$ cat src/rtl/bpb_pkg.sv
// Shared definitions for the fetch PC controller and local branch predictor interface.
package bpb_pkg;

  localparam logic [31:0] RESET_PC_DEF    = 32'hBFC0_0000;
  localparam logic [31:0] FALL_OFFSET_DEF = 32'd4;
  localparam int          BPB_T           = 8;

  typedef struct packed {
    logic        valid;
    logic [31:0] pc;
    logic        prd;
    logic [31:0] prd_addr;
  } fd_pred_t;

  // Word-aligned PC; callers keep the low TAG_WIDTH bits as the predictor tag.
  function automatic logic [31:0] pc_tag(input logic [31:0] pc);
    return {2'b00, pc[31:2]};
  endfunction

endpackage

$ cat src/rtl/sat_counter.sv
// Up-counter that sticks at all-ones instead of wrapping.
module sat_counter #(
  parameter int WIDTH = 32
) (
  input  logic             clk,
  input  logic             reset,
  input  logic             inc,
  input  logic             hold,
  output logic [WIDTH-1:0] count
);

  localparam logic [WIDTH-1:0] ONE = {{(WIDTH-1){1'b0}}, 1'b1};

  logic [WIDTH-1:0] count_q;
  logic [WIDTH-1:0] count_d;

  always_comb begin
    count_d = count_q;
    if (inc && !hold && !(&count_q)) begin
      count_d = count_q + ONE;
    end
  end

  always_ff @(posedge clk or posedge reset) begin
    if (reset) begin
      count_q <= '0;
    end else begin
      count_q <= count_d;
    end
  end

  assign count = count_q;

endmodule

$ cat src/rtl/fetch_pc_ctrl.sv
// Fetch PC selection plus the F->D prediction register and D-stage misprediction check.
module fetch_pc_ctrl
  import bpb_pkg::*;
#(
  parameter logic [31:0] RESET_PC    = RESET_PC_DEF,
  parameter int          TAG_WIDTH   = BPB_T,
  parameter logic [31:0] FALL_OFFSET = FALL_OFFSET_DEF,
  parameter int          CNT_WIDTH   = 32
) (
  input  logic                 clk,
  input  logic                 reset,
  input  logic                 stall,
  input  logic                 flush,
  input  logic [31:0]          flush_addr,
  input  logic                 prd,
  input  logic [31:0]          prd_addr,
  input  logic                 isBranchD,
  input  logic                 real_taken,
  input  logic [31:0]          real_addr,
  output logic [31:0]          pcF,
  output logic [TAG_WIDTH-1:0] PCF,
  output logic [TAG_WIDTH-1:0] PCD,
  output logic [31:0]          pcD,
  output logic                 validD,
  output logic                 MistakeD,
  output logic [31:0]          redirect_addr,
  output logic [CNT_WIDTH-1:0] branch_cnt,
  output logic [CNT_WIDTH-1:0] mispredict_cnt
);

  logic [31:0] pc_q, pc_d;
  fd_pred_t    fd_q, fd_d;
  logic        mistake;
  logic [31:0] redirect;
  logic [31:0] tag_f_full, tag_d_full;

  // A taken prediction on a non-branch is a stale or aliased predictor entry.
  assign mistake = fd_q.valid &
                   ((isBranchD & ((fd_q.prd != real_taken) |
                                  (real_taken & (fd_q.prd_addr != real_addr)))) |
                    (~isBranchD & fd_q.prd));

  assign redirect = (isBranchD & real_taken) ? real_addr : (fd_q.pc + FALL_OFFSET);

  always_comb begin
    pc_d = pc_q;
    fd_d = fd_q;
    if (flush) begin
      pc_d       = flush_addr;
      fd_d.valid = 1'b0;
    end else if (!stall) begin
      if (mistake) begin
        pc_d       = redirect;
        fd_d.valid = 1'b0;
      end else begin
        pc_d          = prd ? prd_addr : (pc_q + 32'd4);
        fd_d.valid    = 1'b1;
        fd_d.pc       = pc_q;
        fd_d.prd      = prd;
        fd_d.prd_addr = prd_addr;
      end
    end
  end

  always_ff @(posedge clk or posedge reset) begin
    if (reset) begin
      pc_q <= RESET_PC;
      fd_q <= '0;
    end else begin
      pc_q <= pc_d;
      fd_q <= fd_d;
    end
  end

  sat_counter #(.WIDTH(CNT_WIDTH)) u_branch_cnt (
    .clk   (clk),
    .reset (reset),
    .inc   (fd_q.valid & isBranchD),
    .hold  (stall | flush),
    .count (branch_cnt)
  );

  sat_counter #(.WIDTH(CNT_WIDTH)) u_mispredict_cnt (
    .clk   (clk),
    .reset (reset),
    .inc   (mistake),
    .hold  (stall | flush),
    .count (mispredict_cnt)
  );

  assign tag_f_full    = pc_tag(pc_q);
  assign tag_d_full    = pc_tag(fd_q.pc);
  assign PCF           = tag_f_full[TAG_WIDTH-1:0];
  assign PCD           = tag_d_full[TAG_WIDTH-1:0];
  assign pcF           = pc_q;
  assign pcD           = fd_q.pc;
  assign validD        = fd_q.valid;
  assign MistakeD      = mistake;
  assign redirect_addr = redirect;

endmodule

$ cat config.mk
export PLATFORM = sky130hd
export DESIGN_NAME = fetch_pc_ctrl
export DESIGN_NICKNAME = d
export VERILOG_FILES = /design/src/rtl/bpb_pkg.sv /design/src/rtl/sat_counter.sv /design/src/rtl/fetch_pc_ctrl.sv
export SDC_FILE = /design/constraint.sdc
export NUM_CORES = 1
export LEC_CHECK = 0
export BUFFER_PORTS_ARGS = -buffer_cell sky130_fd_sc_hd__buf_2
export CAP_MARGIN = 0
export CORE_MARGIN = 2
export CORE_UTILIZATION = 32
export DETAILED_ROUTE_END_ITERATION = 16
export GPL_ROUTABILITY_DRIVEN = 0
export GPL_TIMING_DRIVEN = 0
export MAX_ROUTING_LAYER = met4
export PLACE_DENSITY = 0.64
export SYNTH_ARGS = -nofsm -noshare
export SYNTH_HDL_FRONTEND = slang
export SYNTH_SLANG_ARGS = --single-unit
$ cat constraint.sdc
create_clock -name clk -period 4.8 [get_ports clk]
set_clock_uncertainty 0.05 [all_clocks]
set_input_delay 0.24 -clock clk [delete_from_list [all_inputs] [get_ports clk]]
set_output_delay 0.24 -clock clk [all_outputs]
set_load 0.005 [all_outputs]
Word level (Yosys, flattened, before mapping)
Cells that the tools add are included.
Word-level totals
  bits in registers: 162
  input port bits: 103
  output and inout bits: 178
Operators by class
  add/subtract/negate cells: 4
  equality and inequality tests: 3
  muxes and demuxes: 9
  bitwise logic cells: 13
  reductions and logical operators: 10
Operators by type and width (count)
  $mux W32: 5
  $mux W66: 1
  $mux W65: 1
  $add A32 B1 Y32 const B: 2
  $add A32 B3 Y32 const B: 2
  $reduce_and A32 Y1: 2
  $ne A32 B32 Y1: 1
  $and A1 B1 Y1: 6
  $logic_and A1 B1 Y1: 4
  $not A1 Y1: 4
  $logic_not A1 Y1: 3
  $or A1 B1 Y1: 3
  $reduce_and A3 Y1: 1
  $mux W1: 2
  $ne A2 B1 Y1 const B: 1
  $ne A1 B1 Y1: 1

Longest topological paths before layout
Gate-level depths: netlist of the first run.
  depth in word-level cells: 9
  depth in mapped cells: 9
  gate-level depth less buffers: 7

By module
Synthesis of the first run repeated with hierarchy kept, for this count alone.
Second synthesis, totals
  cell total of the unflattened synthesis: 1054
  area, all modules: 10103.4 um2
Modules (own cells, without submodules)
  fetch_pc_ctrl: instances 1, cells each 764, area each 6895.4 um2, seq. area each 2463.6 um2
  sat_counter: instances 2, cells each 145, area each 1604.0 um2, seq. area each 800.8 um2

Worst setup path before layout of the first run
No wires, ideal clock.
  path type: input-to-reg
  start: input port flush
  end: register u_mispredict_cnt.count_q[31] (netlist: u_mispredict_cnt.count[31])
  arrival time: 2.187 ns
  data required time: 4.622 ns
  path slack: 2.435 ns
  cell stages on the path: 9
  cell sequence: buf_2 or2_1 buf_6 a211oi_4 nand4_4 or2_0 buf_2 nor4_4 mux2_1
On the way
  cells in the longest elaborated chain, start to end: 4
RTL lines
  start, declared: RTL line fetch_pc_ctrl.sv:13  | input logic flush,
  $or A1 B1 Y1: RTL line fetch_pc_ctrl.sv:87  | .hold (stall | flush),
  $logic_not A1 Y1: RTL line sat_counter.sv:19  | if (inc && !hold && !(&count_q)) begin
  $logic_and A1 B1 Y1 (2 in a row): RTL line sat_counter.sv:19
  end signal, assigned: RTL line sat_counter.sv:28  | count_q <= count_d;
  end, declared: RTL line sat_counter.sv:14  | logic [WIDTH-1:0] count_q;
Every way passes these cells.
A chain may end at the register's enable or synchronous reset.

Worst setup path in the final report of the first run
  start: register fd_q[5] (netlist name)
  end: output port MistakeD
On the way
  cells in the longest elaborated chain, start to end: 6
RTL lines
  start, declared: RTL line fetch_pc_ctrl.sv:32  | fd_pred_t fd_q, fd_d;
  start signal, assigned: RTL line fetch_pc_ctrl.sv:68  | fd_q <= '0;
  start signal, assigned: RTL line fetch_pc_ctrl.sv:71  | fd_q <= fd_d;
  $ne A32 B32 Y1: RTL line fetch_pc_ctrl.sv:40  | (real_taken & (fd_q.prd_addr != real_addr)))) |
  $and A1 B1 Y1: RTL line fetch_pc_ctrl.sv:40
  $or A1 B1 Y1: RTL line fetch_pc_ctrl.sv:39  | ((isBranchD & ((fd_q.prd != real_taken) |
  $and A1 B1 Y1: RTL line fetch_pc_ctrl.sv:39
  $or A1 B1 Y1: RTL line fetch_pc_ctrl.sv:40
  $and A1 B1 Y1: RTL line fetch_pc_ctrl.sv:38  | assign mistake = fd_q.valid &
  end, declared: RTL line fetch_pc_ctrl.sv:25  | output logic MistakeD,
Every way passes these cells.

==> results of run 1 <==
## report_power, final
part	switching (mW)	internal (mW)	total [mW]
combinational	0.595	0.629	1.22
sequential	0.322	1.56	1.88
clock	0.684	0.758	1.44
## synthesized netlist by cell type, types with 22 or more instances
| cell type | number |
|---|---|
| clkbuf_1 | 31 |
| and3_1 | 22 |
| inv_1 | 24 |
| xnor2_1 | 95 |
| mux2_2 | 70 |
| o21ai_0 | 68 |
| nand2_1 | 129 |
| nor3_1 | 42 |
| xor2_1 | 44 |
| buf_4 | 53 |
| nand4_1 | 40 |
| nor2_1 | 36 |
| dfrtp_1 | 153 |
| nand3_1 | 65 |
## flip-flops by register name, indices dropped and copies added (netlist names)
name                    count
u_branch_cnt.count         32
pcD                        32
fd_q                       33
u_mispredict_cnt.count     32
validD                      1
pcF                        32
## layer usage
metal  up-vias  routed length [µm]
met5         -                   0
met1      4816               17000
li1       4409                   -
met3        92                3360
met2       566               17900
met4         0                1590
## worst max-delay path, delay by kind of cell, from the launching register on
kind | cells | cell delay, ns
buffers and inverters | 3 | 0.85
and+or+nand+nor | 4 | 1.58
DFF | 1 | 0.40
xor gates and xnor gates | 1 | 0.48
## per-stage QoR
stage	TNS (ns)	hold WS, ns
3_5_place_dp	0	0.223
4_1_cts	0	0.000361
3_3_place_gp	-318.58	0.421
5_1_grt	0	0.00443
2_1_floorplan	0	0.326
6_report	0	0.00249
## layout make-up
cell class / count / area, µm² / share of cell area
plain buffers: 98 / 602 / 0.0474
clock buffers: 18 / 439 / 0.0346
diodes: 4 / 10.0 / 0.000789
clock inverters: 14 / 165 / 0.0130
multi-input cells: 786 / 5310 / 0.418
repair buffers: 288 / 1510 / 0.119
inverters: 24 / 97.6 / 0.00769
flip-flops and latches: 162 / 4070 / 0.320
well taps: 396 / 495 / 0.0390
## how the worst max path moves through the flow
stage	startpoint	slack, ns	cells after the start	endpoint
6_report	fd_q[5]	0.78	8	MistakeD
5_1_grt	fd_q[5]	0.70	8	MistakeD
4_1_cts	fd_q[5]	0.85	8	MistakeD
3_5_place_dp	fd_q[5]	1.30	8	fd_q[15]
3_3_place_gp	reset	-2.09	2	pcF[10]
2_1_floorplan	reset	0.15	1	fd_q[0]
## cell families (layout without fill, tap and decap cells)
| logic type | Yosys count | after routing | share of synthesized area |
|---|---|---|---|
| compound gates | 155 | 155 | 0.101 |
| xor+xnor | 139 | 139 | 0.121 |
| fa+ha+maj | 4 | 4 | 0.00497 |
| buf+inv | 122 | 442 | 0.0687 |
| flops | 162 | 162 | 0.404 |
| mux | 80 | 80 | 0.0889 |
| other cells | 0 | 4 | 0 |
| simple gates | 408 | 408 | 0.211 |
## what timing repair did
action | in CTS | in global routing
hold endpoints to repair | 55 | 0
hold buffers | 9 | 0
setup buffers | 0 | 0
==> results.json, run 1 <==
{
  "status": "finished, final reports clean",
  "synth_area_leaders": "dfrtp_1 38%, xnor2_1 8.3%, mux2_2 7.8%",
  "drt_iter0_markers": 841,
  "whs_endpoint": "fd_q[12]",
  "die-area_um2": 32900,
  "path_max_fanout": 10,
  "hold_viol_final": 0,
  "insertion_delay_ns": 0.44,
  "grt_util_met1": 0.326,
  "drv_slew": 0,
  "grt_pass1_vias": 9590,
  "stdcell_count": 1790,
  "dr_total_vias": 9883,
  "fmax_ghz": 0.249,
  "ys_types": 67,
  "stdcell_area_um2": 12700,
  "detailed_place.area_um2": 12000,
  "viasPerCell": 5.52,
  "final_cell_mix": "288 x buf_2, 153 x dfrtp_1, 129 x nand2_1, 95 x xnor2_1, 70 x mux2_2",
  "syn-cell-area_um2": 10100,
  "met3_usage": 0.0460,
  "r2r_cells": 8,
  "slew-limit-headroom": 0.206,
  "pin_count": 281,
  "clockBufferDepth": 2,
  "crit_top_cell": "buf_2",
  "setup_violations": 0,
  "use_met2": 0.365,
  "crit_path_start_kind": "register",
  "synth_top_flop_cell": "dfrtp_1",
  "final.setup.worst_slack_ns": 0.777,
  "grt_setup_unrepaired": "false",
  "synth_edf_count": 0,
  "place_ws_ns": 1.30,
  "path_cells": "xnor2_1 > nand4_1 > nor3_1 > and3_1 > buf_2 > buf_2 > nor2_1 > buf_2",
  "cp-end-kind": "output port",
  "synthToLayoutAreaGrowth_pct": 26.1,
  "fill_cells": 3125,
  "core.rowCount": 64,
  "cts-root-buf": "clkbuf_16",
  "die_w_um": 181,
  "power.leakage_nw": 5.81,
  "synth-seq-cells": 162,
  "drt_drc_violations_left": 0,
  "htree_num_levels": 4,
  "yosysTopAreaCellShare": 0.380,
  "layout_commonest_cell": "buf_2",
  "postRouteAntennaNets": 0,
  "r2r_start": "fd_q[5]",
  "worst_path_largest_cell_delay_ns": 0.80,
  "synth_top_cell_by_area": "dfrtp_1",
  "core_um2": 30700,
  "chipHeight_um": 181,
  "nNetsFinal": 1484,
  "grt_pass1_wl_um": 59700,
  "grt_start_max_net_pins": 116,
  "drive_gt1_frac": 0.338,
  "critPathSlowestCell": "nor3_1",
  "synth_nets": 1177,
  "worst_pin_slew_ns": 1.18,
  "cts.reportedPaths.clkPinSlew_ns": 0.08,
  "gr-max-usage-layer": "met2",
  "grt_overflow": 0,
  "rr_endpoint": "fd_q[15]",
  "place_inst": 1745,
  "min_period_over_period": 0.838,
  "power.total_mw": 4.55,
  "cts-resized-gates": 0,
  "crit_type": "register to output port",
  "wl_per_cell_um": 22.2,
  "post-dp-hpwl_um": 30100,
  "ir_worst_vdd_v": 0.000257,
  "r2r_setup_slack_ns": 1.19,
  "maxCapViolCount": 0,
  "grt.total_usage": 0.247,
  "syn_avg_cell_area_um2": 9.41,
  "wirelength_um": 39800,
  "async_flop_share": 1.00,
  "min_from": "prd_addr[12]",
  "port_buffers": 278,
  "pwr_density_cell_nw_per_um2": 358,
  "required_ns": 4.51,
  "cts_tree": "built",
  "initial_core_util": 0.327,
  "clock_sinks": 162,
  "numCtsBuffers": 17,
  "ys_seq_area_frac": 0.404,
  "fin_crit_ns": 4.02,
  "cp.arrival_ns": 3.73,
  "synthCells": 1070,
  "whs_path_depth": 2,
  "first_pass_iters": 5,
  "antenna_found_initial": 4,
  "synth_warnings": 0,
  "hold_path.class": "primary input to register",
  "finish.utilization": 0.413
}
No activity file was read; power rests on OpenSTA's default activity.
==> run 2, diff against run 1 <==
==> constraint.sdc (replaced) <==
create_clock -name clk -period 3.35 [get_ports clk]
set_clock_uncertainty 0.05 [all_clocks]
set_input_delay 0.1675 -clock clk [delete_from_list [all_inputs] [get_ports clk]]
set_output_delay 0.1675 -clock clk [all_outputs]
set_load 0.005 [all_outputs]
==> run 2 against run 1 <==
- register-to-register slack worse by 0.92 ns
- die area stayed put
- non-clock buffer count is 40 higher
- combinational power is 49% higher
- power is 45% higher
- sequential power is 44% higher
==> results.json, run 2 (synthesis gave the netlist of run 1 again) <==
{
  "final_cell_mix": "287 x buf_2, 153 x dfrtp_1, 129 x nand2_1, 92 x xnor2_1, 70 x mux2_2",
  "crit_top_cell": "buf_2",
  "clockBufferDepth": 2,
  "path_max_fanout": 10,
  "cts-root-buf": "clkbuf_16",
  "hold_viol_final": 0,
  "drive_gt1_frac": 0.334,
  "initial_core_util": 0.327,
  "status": "finished, final reports clean",
  "worst_path_largest_cell_delay_ns": 0.41,
  "drv_slew": 0,
  "core_um2": 30700,
  "grt_start_max_net_pins": 42,
  "clock_sinks": 162,
  "cp-end-kind": "output port",
  "core.rowCount": 64,
  "crit_type": "register to output port",
  "setup_violations": 0,
  "detailed_place.area_um2": 12000,
  "maxCapViolCount": 0,
  "drt_iter0_markers": 859,
  "wl_per_cell_um": 21.6,
  "grt_pass1_vias": 9672,
  "nNetsFinal": 1524,
  "cts.reportedPaths.clkPinSlew_ns": 0.07,
  "synthToLayoutAreaGrowth_pct": 30.9,
  "cp.buffers_inverters": 3,
  "power.leakage_nw": 6.05,
  "post-dp-hpwl_um": 29800,
  "grt_pass1_wl_um": 59200,
  "crit_family": "simple AND/OR/NAND/NOR gates",
  "regMostFlops": "fd_q",
  "hold_slack_ns": 0.0146,
  "finish.utilization": 0.429,
  "drt_drc_violations_left": 0,
  "min_period_over_period": 0.980,
  "insertion_delay_ns": 0.43,
  "path_cells": "xnor2_2 > nand4_1 > nor3_4 > and3_1 > buf_2 > buf_4 > nor2_1 > buf_2",
  "fmax_ghz": 0.305,
  "chipHeight_um": 181,
  "first_pass_iters": 5,
  "postRouteAntennaNets": 0,
  "die_w_um": 181,
  "wirelength_um": 39400,
  "critPathSlowestCell": "dfrtp_1",
  "fill_cells": 3028,
  "layout_commonest_cell": "buf_2",
  "grt_setup_unrepaired": "false",
  "dr_total_vias": 10033,
  "die-area_um2": 32900,
  "slew-limit-headroom": 0.265,
  "antenna_found_initial": 3,
  "largest_register_ffs": 33,
  "fin_crit_ns": 3.28,
  "pin_count": 281,
  "worst_pin_slew_ns": 1.10,
  "grt_overflow": 0,
  "r2r_setup_slack_ns": 0.27,
  "ir_worst_vdd_v": 0.000366,
  "pwr_density_cell_nw_per_um2": 501,
  "stdcell_area_um2": 13200,
  "numCtsBuffers": 17,
  "crit_path_start_kind": "register",
  "cp.arrival_ns": 3.06,
  "setup_tns_ns": 0,
  "grt.total_usage": 0.244,
  "port_buffers": 278,
  "hold_path.class": "primary input to register",
  "required_ns": 3.13,
  "htree_num_levels": 4,
  "cts_tree": "built",
  "viasPerCell": 5.49
}
## run 2: changes by cell type in the layout (fill, tap and decap cells not counted), moves of 2 or more
cell / delta
nor4_4: +2
xnor2_1: -3
buf_4: +2
dlygate4sd3_1: +37
inv_8: -3
xnor2_2: +3
buf_12: +4
## run 2: through the flow
step	power, mW	cells	setup WS, ns
2_1_floorplan	3.59	1070	1.05
3_3_place_gp	4.40	1744	-0.129
3_5_place_dp	4.44	1748	-0.157
4_1_cts	6.59	1826	0.0213
5_1_grt	6.89	1829	0.00352
6_report	6.60	1829	0.0676
## run 2: worst paths after layout
path	endpoint	cells after the start	from
setup / recovery	MistakeD	8	fd_q[5]
hold / removal	pcF[14]	4	flush_addr[14]
setup reg to reg	pcF[19]	7	fd_q[20]
hold reg to reg	u_mispredict_cnt.count[6]	1	u_mispredict_cnt.count[6]
max in group asynchronous	pcF[31]	5	reset
min in group asynchronous	pcF[14]	3	reset
## run 2: final cells by class
class	count	area, µm²	area share
clock inverter	13	166	0.0126
timing repair buffer	329	1940	0.147
multi-input combinational	786	5370	0.407
buffer	97	601	0.0456
sequential	162	4070	0.309
antenna	3	7.51	0.000570
inverter	24	93.8	0.00712
clock buffer	19	443	0.0336
tap	396	495	0.0376
## run 2: repair_timing
action / in CTS / in global routing
pin swaps: 0 / 1
resized for setup: 7 / 2
hold buffers: 46 / 0
setup buffers: 0 / 1
endpoints found under the setup margin: 58 / 3
endpoints found under the hold margin: 58 / 0
## run 2: worst min-delay path: stages
cell     delay [ns]
buf_2          0.07
nand2_1        0.04
o21ai_0        0.07
a221o_1        0.11
## run 2: routing by layer
| metal | vias up | global-route usage | share of wire | routed length (µm) |
|---|---|---|---|---|
| li1 | 4499 | - | - | - |
| met1 | 4835 | 0.321 | 0.42 | 16700 |
| met2 | 602 | 0.367 | 0.45 | 17600 |
| met3 | 97 | 0.0518 | 0.093 | 3660 |
| met4 | 0 | 0.0969 | 0.037 | 1470 |
| met5 | - | - | 0 | 0 |
## run 2: power breakdown
part,leakage (nW),internal [mW],switching [mW]
clock network,0.292,1.15,0.937
registers,2.03,2.23,0.463
logic,3.72,0.942,0.874
